<file path="config.mk">
export PLATFORM = sky130hd
export DESIGN_NAME = mem_port_arbiter
export DESIGN_NICKNAME = d
export VERILOG_FILES = /design/src/rtl/mem_arb_pkg.sv /design/src/rtl/mux2_w.sv /design/src/rtl/mem_port_arbiter.sv
export SDC_FILE = /design/constraint.sdc
export NUM_CORES = 1
export LEC_CHECK = 0
export BUFFER_PORTS_ARGS = -buffer_cell sky130_fd_sc_hd__buf_4
export CORE_AREA = 2 2 81 83
export DETAILED_ROUTE_END_ITERATION = 12
export DIE_AREA = 0 0 83 85
export PLACE_DENSITY = 0.66
export SLEW_MARGIN = 0
export SYNTH_ARGS = -nofsm -noshare
export SYNTH_HDL_FRONTEND = slang
export SYNTH_SLANG_ARGS = --single-unit
</file>
<file path="constraint.sdc">
create_clock -name clk -period 2.8 [get_ports clk]
set_clock_uncertainty 0.15 [all_clocks]
set_input_delay 0.14 -clock clk [delete_from_list [all_inputs] [get_ports clk]]
set_output_delay 0.14 -clock clk [all_outputs]
set_load 0.05 [all_outputs]
</file>
<file path="src/rtl/mem_arb_pkg.sv">
// mem_arb_pkg: state encodings and default path width shared by the memory port arbiter.
package mem_arb_pkg;
  localparam int DEF_WIDTH = 32;
  typedef enum logic [1:0] {
    ST_IDLE  = 2'b00,
    ST_BUSY0 = 2'b01,
    ST_BUSY1 = 2'b10
  } state_t;
endpackage

</file>
<file path="src/rtl/mux2_w.sv">
// mux2_w: parameterised 2:1 mux, z = s ? b : a.
module mux2_w #(
  parameter int WIDTH = 32
) (
  input  logic             s,
  input  logic [WIDTH-1:0] a,
  input  logic [WIDTH-1:0] b,
  output logic [WIDTH-1:0] z
);
  assign z = s ? b : a;
endmodule

</file>
<file path="src/rtl/mem_port_arbiter.sv">
// mem_port_arbiter: two-requester arbiter/sequencer driving the shared memory port mux.
// ARB_ROUND_ROBIN_EN selects round-robin tie-break; otherwise requester 0 wins ties.
module mem_port_arbiter
  import mem_arb_pkg::*;
#(
  parameter int WIDTH = DEF_WIDTH
) (
  input  logic             clk,
  input  logic             rst_n,
  input  logic             req0,
  input  logic             req1,
  input  logic [WIDTH-1:0] addr0,
  input  logic [WIDTH-1:0] addr1,
  input  logic [WIDTH-1:0] wdata0,
  input  logic [WIDTH-1:0] wdata1,
  input  logic             we0,
  input  logic             we1,
  input  logic             mem_ready,
  output logic             mem_valid,
  output logic [WIDTH-1:0] mem_addr,
  output logic [WIDTH-1:0] mem_wdata,
  output logic             mem_we,
  output logic             sel,
  output logic             gnt0,
  output logic             gnt1,
  output logic             ack0,
  output logic             ack1
);
  state_t state, state_nx;
  logic sel_nx, win, ack0_nx, ack1_nx, we_sel;
  assign ack0_nx = state == ST_BUSY0 && mem_ready;
  assign ack1_nx = state == ST_BUSY1 && mem_ready;
`ifdef ARB_ROUND_ROBIN_EN
  logic ptr;
  always_ff @(posedge clk) begin
    if (!rst_n) ptr <= 1'b1;
    else if (ack0_nx || ack1_nx) ptr <= ack1_nx;
  end
  // on a tie the requester not served last wins
  assign win = (req0 && req1) ? ~ptr : ~req0;
`else
  assign win = ~req0;
`endif
  always_comb begin
    state_nx = state;
    sel_nx = sel;
    case (state)
      ST_IDLE: begin
        if (req0 || req1) begin
          state_nx = win ? ST_BUSY1 : ST_BUSY0;
          sel_nx = win;
        end
      end
      ST_BUSY0, ST_BUSY1: state_nx = mem_ready ? ST_IDLE : state;
      default: state_nx = ST_IDLE;
    endcase
  end
  always_ff @(posedge clk) begin
    if (!rst_n) begin
      state <= ST_IDLE;
      sel <= 1'b0;
      ack0 <= 1'b0;
      ack1 <= 1'b0;
    end else begin
      state <= state_nx;
      sel <= sel_nx;
      ack0 <= ack0_nx;
      ack1 <= ack1_nx;
    end
  end
  assign gnt0 = state == ST_BUSY0;
  assign gnt1 = state == ST_BUSY1;
  assign mem_valid = gnt0 || gnt1;
  assign mem_we = we_sel & mem_valid;
  mux2_w #(.WIDTH(WIDTH)) u_addr (.s(sel), .a(addr0), .b(addr1), .z(mem_addr));
  mux2_w #(.WIDTH(WIDTH)) u_wdata (.s(sel), .a(wdata0), .b(wdata1), .z(mem_wdata));
  mux2_w #(.WIDTH(1)) u_we (.s(sel), .a(we0), .b(we1), .z(we_sel));
endmodule

</file>
**Word-level counts from Yosys, hierarchy flattened**

Cells that the tools add are included.

- Register bits after elaboration: 5
- Input port bits: 135
- Logic and storage cells: 25

- Equal/unequal tests: 4
- Muxes and demuxes: 7
- Bitwise operators: 2
- Reductions and logical operators: 8

Operators with widths:

| kind | number |
|---|---|
| 2-to-1 mux 32 bit | 2 |
| 2-to-1 mux 2 bit | 3 |
| inequality test 2 bit (second input constant) | 2 |
| one-hot mux 2 bit (2 select lines) | 1 |
| AND reduction 2 bit | 2 |
| == test 2 x 1 -> 1 bit (second input constant) | 1 |
| == test 2 bit (second input constant) | 1 |
| logical AND 1 bit | 2 |
| logical NOT 2 bit | 1 |
| logical OR 1 bit | 2 |
| OR reduction 2 bit | 1 |
| AND 1 bit | 1 |
| 2-to-1 mux 1 bit | 1 |
| NOT 1 bit | 1 |

**Longest topological paths before layout**

- Depth in word-level cells: 4
- Gate-level depth with buffers: 5

**Hierarchy**

Synthesis repeated with hierarchy kept, for this count alone.

- Cells, all modules: 99
- Area total of the unflattened synthesis: 1350.0 µm²

Modules (own cells, without submodules):

| module | times used | cells an instance | area an instance (µm²) |
|---|---|---|---|
| mux2_w at u_addr ... | 2 | 36 | 544.3 |
| mem_port_arbiter | 1 | 26 | 246.5 |
| mux2_w at u_we | 1 | 1 | 15.0 |

**Worst setup path after synthesis**

OpenSTA, ideal clock, no wires.

- Path type: reg-to-output
- Start: register state[0]
- End: output port mem_we
- Arrival: 1739 ps
- Data required time: 2510 ps
- Slack: 771 ps
- Cell stages (with the launch flop): 4
- Buffers on the path: 0
- Cells stage by stage: dfxtp_1 inv_1 ha_1 nor2b_1

- Longest elaborated chain between the ends: 3
- Elaborated cells on any way between the ends: 4
- Those cells by class: eq/ne: 2; bitwise: 1; reduce/logical: 1

Ends and longest elaborated chain:

| item | RTL line | source |
|---|---|---|
| start, declared | mem_port_arbiter.sv:29 | `state_t state, state_nx;` |
| start signal, assigned | mem_port_arbiter.sv:65 | `state <= state_nx;` |
| == test 2 x 1 -> 1 bit or == test 2 bit (tied branches) | mem_port_arbiter.sv:71, mem_port_arbiter.sv:72 |  |
| logical OR 1 bit (*) | mem_port_arbiter.sv:73 | `assign mem_valid = gnt0 \|\| gnt1;` |
| via mem_valid | mem_port_arbiter.sv:19 | `output logic mem_valid,` |
| AND 1 bit (*) | mem_port_arbiter.sv:74 | `assign mem_we = we_sel & mem_valid;` |
| end, declared | mem_port_arbiter.sv:22 | `output logic mem_we,` |

The timed path passes the listed nets; every way through them passes the cells marked *.

**Worst setup path after layout**

- Start: register sel
- End: output port mem_wdata[31]

- Longest elaborated chain between the ends: 1

Ends and longest elaborated chain:

| item | RTL line | source |
|---|---|---|
| start, declared | mem_port_arbiter.sv:23 | `output logic sel,` |
| start signal, assigned | mem_port_arbiter.sv:66 | `sel <= sel_nx;` |
| 2-to-1 mux 32 bit | mux2_w.sv:10 | `assign z = s ? b : a;` |
| end, declared | mem_port_arbiter.sv:21 | `output logic [WIDTH-1:0] mem_wdata,` |

Every way passes these cells.

==> qor.yml <==
drc: 0
yosysTopAreaCell: "mux2_4"
cts-root-buf: "clkbuf_8"
ys_seq_elements: 5
path_clk_slew_ps: 30
yosysMostFrequentCell: "mux2_4"
slew_headroom_pct: 76.0
yosysSeqAreaShare_pct: 8.51
grt_pass1_wl_mm: 7.45
criticalPathCategory: "reg -> out"
hold_class: "in -> reg"
timing.rr.start: "state[0]"
worstSetupStartpoint: "sel"
worstPathRequired_ps: 2510
synth_edf_count: 0
critPathMaxFanout: 25
path_cells: "buf_4, mux2_2, buf_4"
htree_levels: 1
cts_made_buffers: 3
yosys_warnings: 0
finalSetupViolations: 0
setup-tns-final_ps: 0
synth.distinct_cells: 16
layout_min_cycle_time_ps: 2020
initial_core_util_pct: 19.0
clkLatencyLatePin_ps: 220
grt_pass1_vias: 1522
critical-path-top-delay-family: "flip-flops"
place_area_sq_um: 2780
synth.avg_cell_area_sq_um: 12.0
numClockSinks: 5
die_area_sq_um: 7060
rsz0062_at_grt: "no"
gp_congestion: 0.750
wire_per_inst_um: 13.2
tightest_slew_ps: 359
std_cell_rows: 29
ff2ff_path_depth: 5
critPathMaxStageDelay_ps: 570
r2r_slack_ps: 1270
die_width_um: 83
drt-initial-drc-count: 19
dp_hpwl_mm: 4.33
drtPass1Iterations: 4
synth_top_flop_cell: "dfxtp_1"
synth_nets: 236
final_antenna_net_count: 0
crit_cells: 3
rr_endpoint: "state[1]"
worst_setup_path_end_kind: "output port"
final_max_slew_viol_count: 0
gr-total-overflow: 0
die_height_um: 85
drive_above_1_share_pct: 91.1
irDropWorstVdd_mv: 0.313
nets: 441
ys_top_cells_by_area: "mux2_4 50%, mux2_2 24%, dfxtp_1 8.5%"
fin_total_pwr_mw: 1.16
grt_start_max_net_pins: 28
design_area_sq_um: 2820
cts_hold_buf: 0
vias: 1545
hold_violations: 0
clk_path_buf_depth: 2
io_pins: 206
antenna_found_initial: 0
fin_ws_ps: 777
core_area_sq_um: 6200
ys_top_cells_by_count: "39 x mux2_4, 25 x mux2_2, 5 x buf_6, 5 x dfxtp_1"
wirelength_mm: 5.01
cp_common_cell: "buf_4"
worstPathArrival_ps: 1730
viasPerCell: 4.08
fin_util_pct: 45.5
period_share_pct: 72.3
cts_resized: 0
total_leakage_power_nw: 1.52
place_ws_ps: 997
synth-async-reset-ratio_pct: 0
diodes: 0
port_buffers: 205
syn2layout_area_growth_pct: 140
synth_top_area_share_pct: 49.8
cts_tree: "built"
crit_slowest_cell: "dfxtp_4"
critPathLaunchType: "flop"
crit_buf_inv: 2
fmax_mhz: 494
synthCells: 98
gr-usage-all-layers_pct: 12.6
status: "complete, no violations"
cap_violations: 0
syn_area_sq_um: 1180
critical_path.endpoint: "mem_wdata[31]"
powerDensity_nw_per_um2: 411
post-cts-setup-buffer-count: 0
[state kept, by name (all words and copies together) (netlist names)]
register	cells
state	2
ack0	1
ack1	1
sel	1
[report_power, final]
group	switching, mW	internal, mW	total [mW]	leakage [nW]
Clock	0.0325	0.0975	0.130	0.0228
Combinational	0.529	0.406	0.935	1.45
Sequential	0.0172	0.0782	0.0955	0.0416
[stage by stage]
| stage | hold WS (ps) | std cells |
|---|---|---|
| floorplan | 104 | 98 |
| global placement | 237 | 375 |
| detailed placement | 243 | 375 |
| CTS | 17.1 | 379 |
| global route | 31.6 | 379 |
| finish | 22.0 | 379 |
[metal layers]
layer	GRT usage, %	up-vias	wire [um]
li1	-	769	-
met1	14.0	682	1790
met2	24.5	94	2760
met3	3.11	0	452
met4	1.64	0	0
met5	0	-	0
[final cells by class]
class                      instances  area [sq um]
clock buffer                       4          45.0
tap                               77          96.3
sequential                         5           104
timing repair buffer             207          1570
fill                             609          3380
multi-input combinational         83           998
inverter                           3          11.3
[worst min path at each step]
stage	start	end	slack, ps	cells after the start
3_3_place_gp	mem_ready	ack0	240	2
4_1_cts	mem_ready	ack0	20	2
6_report	mem_ready	ack0	20	2
2_1_floorplan	rst_n	sel	100	2
5_1_grt	rst_n	state[0]	30	2
3_5_place_dp	mem_ready	ack0	240	2
[layout by cell type (no fill, tap or decap)]
| cell type | synthesis | routed |
|---|---|---|
| nand2_1 | 3 | 3 |
| nor2_1 | 2 | 2 |
| clkbuf_8 | 0 | 3 |
| inv_1 | 3 | 3 |
| a21oi_1 | 2 | 2 |
| buf_12 | 0 | 1 |
| mux2_4 | 39 | 39 |
| o2bb2ai_1 | 1 | 1 |
| dfxtp_4 | 0 | 1 |
| and3_1 | 2 | 2 |
| mux2i_1 | 1 | 1 |
| dfxtp_1 | 5 | 4 |
| mux2_2 | 25 | 25 |
| o211a_1 | 1 | 1 |
| o21ai_0 | 1 | 1 |
| ha_1 | 3 | 3 |
| clkbuf_1 | 0 | 1 |
| buf_4 | 0 | 206 |
| nor2b_1 | 3 | 3 |
[kinds of logic after synthesis]
family	Yosys count	share of synthesized area, %
adder cells (fa/ha/maj)	3	3.19
AO/OA/AOI/OAI	5	2.87
buffers and inverters	10	6.60
flip-flops	5	8.51
AND/OR/NAND/NOR	10	4.26
multiplexers	65	74.6
Note: power is estimated with default switching activity, not from simulation.
